`config.mk`:
```
export PLATFORM = sky130hd
export DESIGN_NAME = rf_spill_stack
export DESIGN_NICKNAME = d
export VERILOG_FILES = /design/src/rtl/rf_spill_stack.sv
export SDC_FILE = /design/constraint.sdc
export NUM_CORES = 2
export LEC_CHECK = 0
export ABC_AREA = 1
export BUFFER_PORTS_ARGS = -buffer_cell sky130_fd_sc_hd__buf_4
export CELL_PAD_IN_SITES_DETAIL_PLACEMENT = 1
export CELL_PAD_IN_SITES_GLOBAL_PLACEMENT = 1
export CORE_ASPECT_RATIO = 1.5
export CORE_MARGIN = 2
export CORE_UTILIZATION = 25
export CTS_BUF_LIST = sky130_fd_sc_hd__clkbuf_8 sky130_fd_sc_hd__clkbuf_16
export DETAILED_ROUTE_END_ITERATION = 8
export PLACE_DENSITY = 0.41
export SKIP_LAST_GASP = 1
export SYNTH_ARGS = -nofsm -noshare
export SYNTH_HDL_FRONTEND = slang
export SYNTH_SLANG_ARGS = --single-unit
```
`constraint.sdc`:
```
create_clock -name clk -period 11.55 [get_ports clk]
set_input_delay 0.5775 -clock clk [delete_from_list [all_inputs] [get_ports clk]]
set_output_delay 0.5775 -clock clk [all_outputs]
set_load 0.005 [all_outputs]
```
`src/rtl/rf_spill_stack.sv`:
```
// +------------------------------------------------------------------------+
// | rf_spill_stack: on-chip LIFO holding spilled register-file windows;    |
// | pushes one word per SPILL cycle and pops a full window per FILL pulse. |
// | Revision: 1.0                                                          |
// +------------------------------------------------------------------------+
`default_nettype none

module rf_spill_stack #(
  parameter int NBITS     = 64,
  parameter int DEPTH     = 64,
  parameter int WIN_WORDS = 16
) (
  input  logic                         clk,
  input  logic                         RST,
  input  logic                         SPILL,
  input  logic [NBITS-1:0]             MEM_BUS,
  input  logic                         FILL,
  output logic [NBITS-1:0]             MEM_BUSread,
  output logic                         FILL_VALID,
  output logic                         FILL_LAST,
  output logic                         BUSY,
  output logic [$clog2(DEPTH+1)-1:0]   COUNT,
  output logic                         OVERFLOW,
  output logic                         UNDERFLOW,
  output logic                         PROTO_ERR
);

  localparam int CW = $clog2(DEPTH + 1);
  localparam int AW = (DEPTH > 1) ? $clog2(DEPTH) : 1;
  localparam int WW = $clog2(WIN_WORDS + 1);
  localparam logic [CW-1:0] DEPTH_C = CW'(DEPTH);
  localparam logic [CW-1:0] WIN_C   = CW'(WIN_WORDS);
  localparam logic [WW-1:0] WIN_W   = WW'(WIN_WORDS);

  typedef enum logic [0:0] {
    ST_IDLE    = 1'b0,
    ST_FILLING = 1'b1
  } state_t;

  state_t            state_q, state_d;
  logic [CW-1:0]     count_q, count_d;
  logic [WW-1:0]     wcnt_q, wcnt_d;
  logic [NBITS-1:0]  rdata_q, rdata_d;
  logic              fvalid_q, fvalid_d;
  logic              flast_q, flast_d;
  logic              busy_q, busy_d;
  logic              ovf_q, ovf_d;
  logic              udf_q, udf_d;
  logic              perr_q, perr_d;

  logic [NBITS-1:0]  mem_q [DEPTH];
  logic              we_d;
  logic [AW-1:0]     waddr_d;
  logic [AW-1:0]     raddr_d;

  always_comb begin
    state_d  = state_q;
    count_d  = count_q;
    wcnt_d   = wcnt_q;
    rdata_d  = rdata_q;
    fvalid_d = 1'b0;
    flast_d  = 1'b0;
    busy_d   = 1'b0;
    ovf_d    = ovf_q;
    udf_d    = udf_q;
    perr_d   = perr_q;
    we_d     = 1'b0;
    waddr_d  = count_q[AW-1:0];
    raddr_d  = AW'(count_q - CW'(1));

    case (state_q)
      ST_IDLE: begin
        if (SPILL) begin
          // A push always wins over a coincident fill request.
          if (count_q == DEPTH_C) begin
            ovf_d = 1'b1;
          end else begin
            we_d    = 1'b1;
            count_d = count_q + CW'(1);
          end
          if (FILL) begin
            perr_d = 1'b1;
          end
        end else if (FILL) begin
          if (count_q >= WIN_C) begin
            state_d = ST_FILLING;
            wcnt_d  = WIN_W;
            busy_d  = 1'b1;
          end else begin
            udf_d = 1'b1;
          end
        end
      end

      ST_FILLING: begin
        busy_d   = 1'b1;
        if (SPILL || FILL) begin
          perr_d = 1'b1;
        end
        rdata_d  = mem_q[raddr_d];
        fvalid_d = 1'b1;
        count_d  = count_q - CW'(1);
        wcnt_d   = wcnt_q - WW'(1);
        if (wcnt_q == WW'(1)) begin
          flast_d = 1'b1;
          state_d = ST_IDLE;
        end
      end

      default: begin
        state_d = ST_IDLE;
      end
    endcase
  end

  always_ff @(posedge clk) begin
    if (RST) begin
      state_q  <= ST_IDLE;
      count_q  <= '0;
      wcnt_q   <= '0;
      rdata_q  <= '0;
      fvalid_q <= 1'b0;
      flast_q  <= 1'b0;
      busy_q   <= 1'b0;
      ovf_q    <= 1'b0;
      udf_q    <= 1'b0;
      perr_q   <= 1'b0;
    end else begin
      state_q  <= state_d;
      count_q  <= count_d;
      wcnt_q   <= wcnt_d;
      rdata_q  <= rdata_d;
      fvalid_q <= fvalid_d;
      flast_q  <= flast_d;
      busy_q   <= busy_d;
      ovf_q    <= ovf_d;
      udf_q    <= udf_d;
      perr_q   <= perr_d;
    end
  end

  // Storage is deliberately left out of reset; COUNT alone defines what is live.
  always_ff @(posedge clk) begin
    if (we_d && !RST) begin
      mem_q[waddr_d] <= MEM_BUS;
    end
  end

  assign MEM_BUSread = rdata_q;
  assign FILL_VALID  = fvalid_q;
  assign FILL_LAST   = flast_q;
  assign BUSY        = busy_q;
  assign COUNT       = count_q;
  assign OVERFLOW    = ovf_q;
  assign UNDERFLOW   = udf_q;
  assign PROTO_ERR   = perr_q;

endmodule

`default_nettype wire

```
==> flow_metrics.tcl <==
set metrics [dict create \
    min_period_ps 6710 \
    cts_tree "yes" \
    cp-start-kind "flop" \
    syn_nets 13500 \
    seq_area_frac_synth_pct 75.3 \
    yosys_warnings 0 \
    post-dp-hpwl_microns 380000 \
    skew_ps 54.6 \
    drive_gt1_share_pct 8.42 \
    place.gp.congestion 0.737 \
    intPower_w 0.0258 \
    grtUsageTotal_pct 21.4 \
    syn-cell-area_sq_um 166000 \
    drt_iter0_drc 8978 \
    irDropWorstVdd_mv 0.145 \
    cts_made_buffers 436 \
    hold_viol_final 0 \
    worst_slack_ps 4840 \
    num_rows 366 \
    clk_root_buffer_cell "clkbuf_16" \
    antenna_found_initial 62 \
    wl_per_cell_microns 32.5 \
    yosysUniqueCellTypes 33 \
    htreeDepth 5 \
    p_comb_share_pct 13.4 \
    postCtsSetupBuffers 0 \
    synth.avg_cell_area_sq_um 12.3 \
    firstDrtPassIters 6 \
    grt_pass1_wl_microns 996000 \
    arrival_ps 7320 \
    cts.sinks 4179 \
    fmax_ghz 0.149 \
    synth-edff-count 4096 \
    async_flop_share_pct 0 \
    synth_top_area_share_pct 74.3 \
    p_sw_w 0.0101 \
    setup_violations 0 \
    max-slew-margin-rel_pct 13.5 \
    power_w 0.0359 \
    vias_per_cell 4.91 \
    cts_buffer_depth 4 \
    drc 0 \
    syn-instance-count 13400 \
    place_ws_ps 4850 \
    ys_dominant_reg_cell "edfxtp_1" \
    die-width_microns 668 \
    grt_max_degree 207 \
    synth_area_leaders "edfxtp_1 (74%), nand3_1 (7.4%), nand2_1 (7.2%)" \
    crit_path_end_kind "flop" \
    yosysTopAreaCell "edfxtp_1" \
    fin_setup_tns_ps 0 \
    cts.clk_slew.worst_paths_ps 70 \
    ios 145 \
    area_growth_pct 15.4 \
    nets 13500 \
    die_area_sq_um 669000 \
    drv_cap 0 \
    power_frac_clock_pct 40.0 \
    synth_seq_cells 4179 \
    core_sq_um 661000 \
    synth_common_cells "edfxtp_1 (4,096), nand2_1 (3,197), nand3_1 (2,442)" \
    power_density_nw_per_um2 188 \
    finalCritPeriodShare_pct 58.1 \
    final.fill_count 71300 \
    grt_pass1_vias 114000 \
    register_area_sq_um 125000 \
    status "complete, no violations" \
    start_util_pct 25.1 \
    wl_microns 736000 \
    p_leak_nw 63.8 \
    multi_input_area_sq_um 37100 \
    grt_overflow 0 \
    tightest_slew_ps 1290 \
    finalMaxSlewViolations 0 \
    sw_frac_of_total_pct 28.1 \
    path_max_fanout 206 \
    yosysMostFrequentCell "edfxtp_1" \
    place.port_buffers 144 \
    ant_nets 0 \
    die_y_microns 1000 \
    hp-class "primary input to flop" \
    crit_type "flop to flop" \
    worstPathRequired_ps 12160 \
    num_vias 111000 \
    rsz0062_at_grt "no" \
    clk_latency_ps 980 \
    holdWs_ps 152 \
    seqPwrFrac_pct 46.6 \
]
[cell usage in the layout (no fill, tap or decap), types with 3 or more instances in the layout]
master and n:
clkinv_16 6, inv_2 6, a21oi_1 133, clkinv_2 73
o22ai_1 408, clkinvlp_4 5, nor2_4 64, nand2_4 3
buf_4 435, clkbuf_8 30, inv_6 7, bufinv_16 37
diode_2 5, nand2_1 3194, clkinv_1 83, dlygate4sd3_1 3
nor3_1 4, edfxtp_1 4096, dfxtp_1 81, inv_1 160
ha_1 4, nor3_2 3, clkbuf_16 442, nand3_1 2442
o21ai_1 9, buf_12 26, a31oi_1 4, o21ai_0 816
nand4_1 4, clkinv_8 10, nor2_1 1190
[per-layer routing]
layer | track usage [%] | vias to the layer above | part of all wire, %
met5 | 0 | - | 0.013
met4 | 4.92 | 14 | 2.5
met3 | 2.18 | 722 | 3.7
met2 | 38.0 | 2353 | 51
met1 | 28.0 | 59700 | 43
li1 | - | 48300 | -
[critical path: stages, from the launching register on]
cell	delay, ps
dfxtp_4	830
clkinv_16	540
ha_1	510
nand4_1	160
nand2_1	170
nor2_1	720
nand4_1	870
nor2_4	980
buf_4	620
buf_4	580
[power by group through the flow]
stage          clock, W  combinational [W]  sequential [W]
6_report         0.0143            0.00480          0.0167
5_1_grt          0.0152            0.00528          0.0167
4_1_cts          0.0147            0.00493          0.0167
3_5_place_dp          0            0.00491          0.0171
3_3_place_gp          0            0.00493          0.0171
2_1_floorplan         0            0.00275          0.0170
[path summary, 6_finish.rpt]
path / startpoint / slack [ps] / end / depth (start not counted)
hold reg to reg: PROTO_ERR / 460 / PROTO_ERR / 2
setup / recovery: COUNT[0] / 4840 / mem_q[51][43] / 9
hold / removal: MEM_BUS[58] / 150 / mem_q[31][58] / 1
setup reg to reg: COUNT[0] / 4840 / mem_q[51][43] / 9
[cells by family (layout without fill, tap and decap cells)]
kind of cell    Yosys count  in the layout  share of synthesized area, %
compound gates         1376           1376                          4.49
xor+xnor                  3              3                        0.0204
fa+ha+maj                 5              5                        0.0378
buf+inv                 956           1328                          2.59
flops                  4179           4179                          75.3
other cells               0              5                             0
simple gates           6909           6909                          17.6
[area by class of cell]
class,instances,area share (%)
multi-input combinational,8293,19.4
timing repair buffer,465,2.00
sequential,4179,65.2
inverter,44,0.108
antenna,5,0.00655
tap,8832,5.78
clock buffer,472,6.00
clock inverter,347,1.42
[what timing repair did]
item | 4_1_cts | 5_1_grt
hold buffers | 3 | 0
hold endpoints to repair | 6 | 0
gates resized for setup | 0 | 0
[flip-flops by register name, summed over array words and instances (netlist names)]
register     count
PROTO_ERR        1
wcnt_q           5
MEM_BUSread     64
OVERFLOW         1
FILL_LAST        1
BUSY             1
COUNT            7
FILL_VALID       1
mem_q         4096
state_q          1
UNDERFLOW        1
[stage by stage]
step                      utilization, %  std cells  cell area (sq um)
final                               28.9      22600             191000
after global routing                28.9      22600             191000
after CTS                           28.9      22600             191000
after detailed placement            26.8      21800             177000
after global placement              26.8      21800             177000
after floorplan                        -      13400             166000
Power figures use the tool's default switching activity.
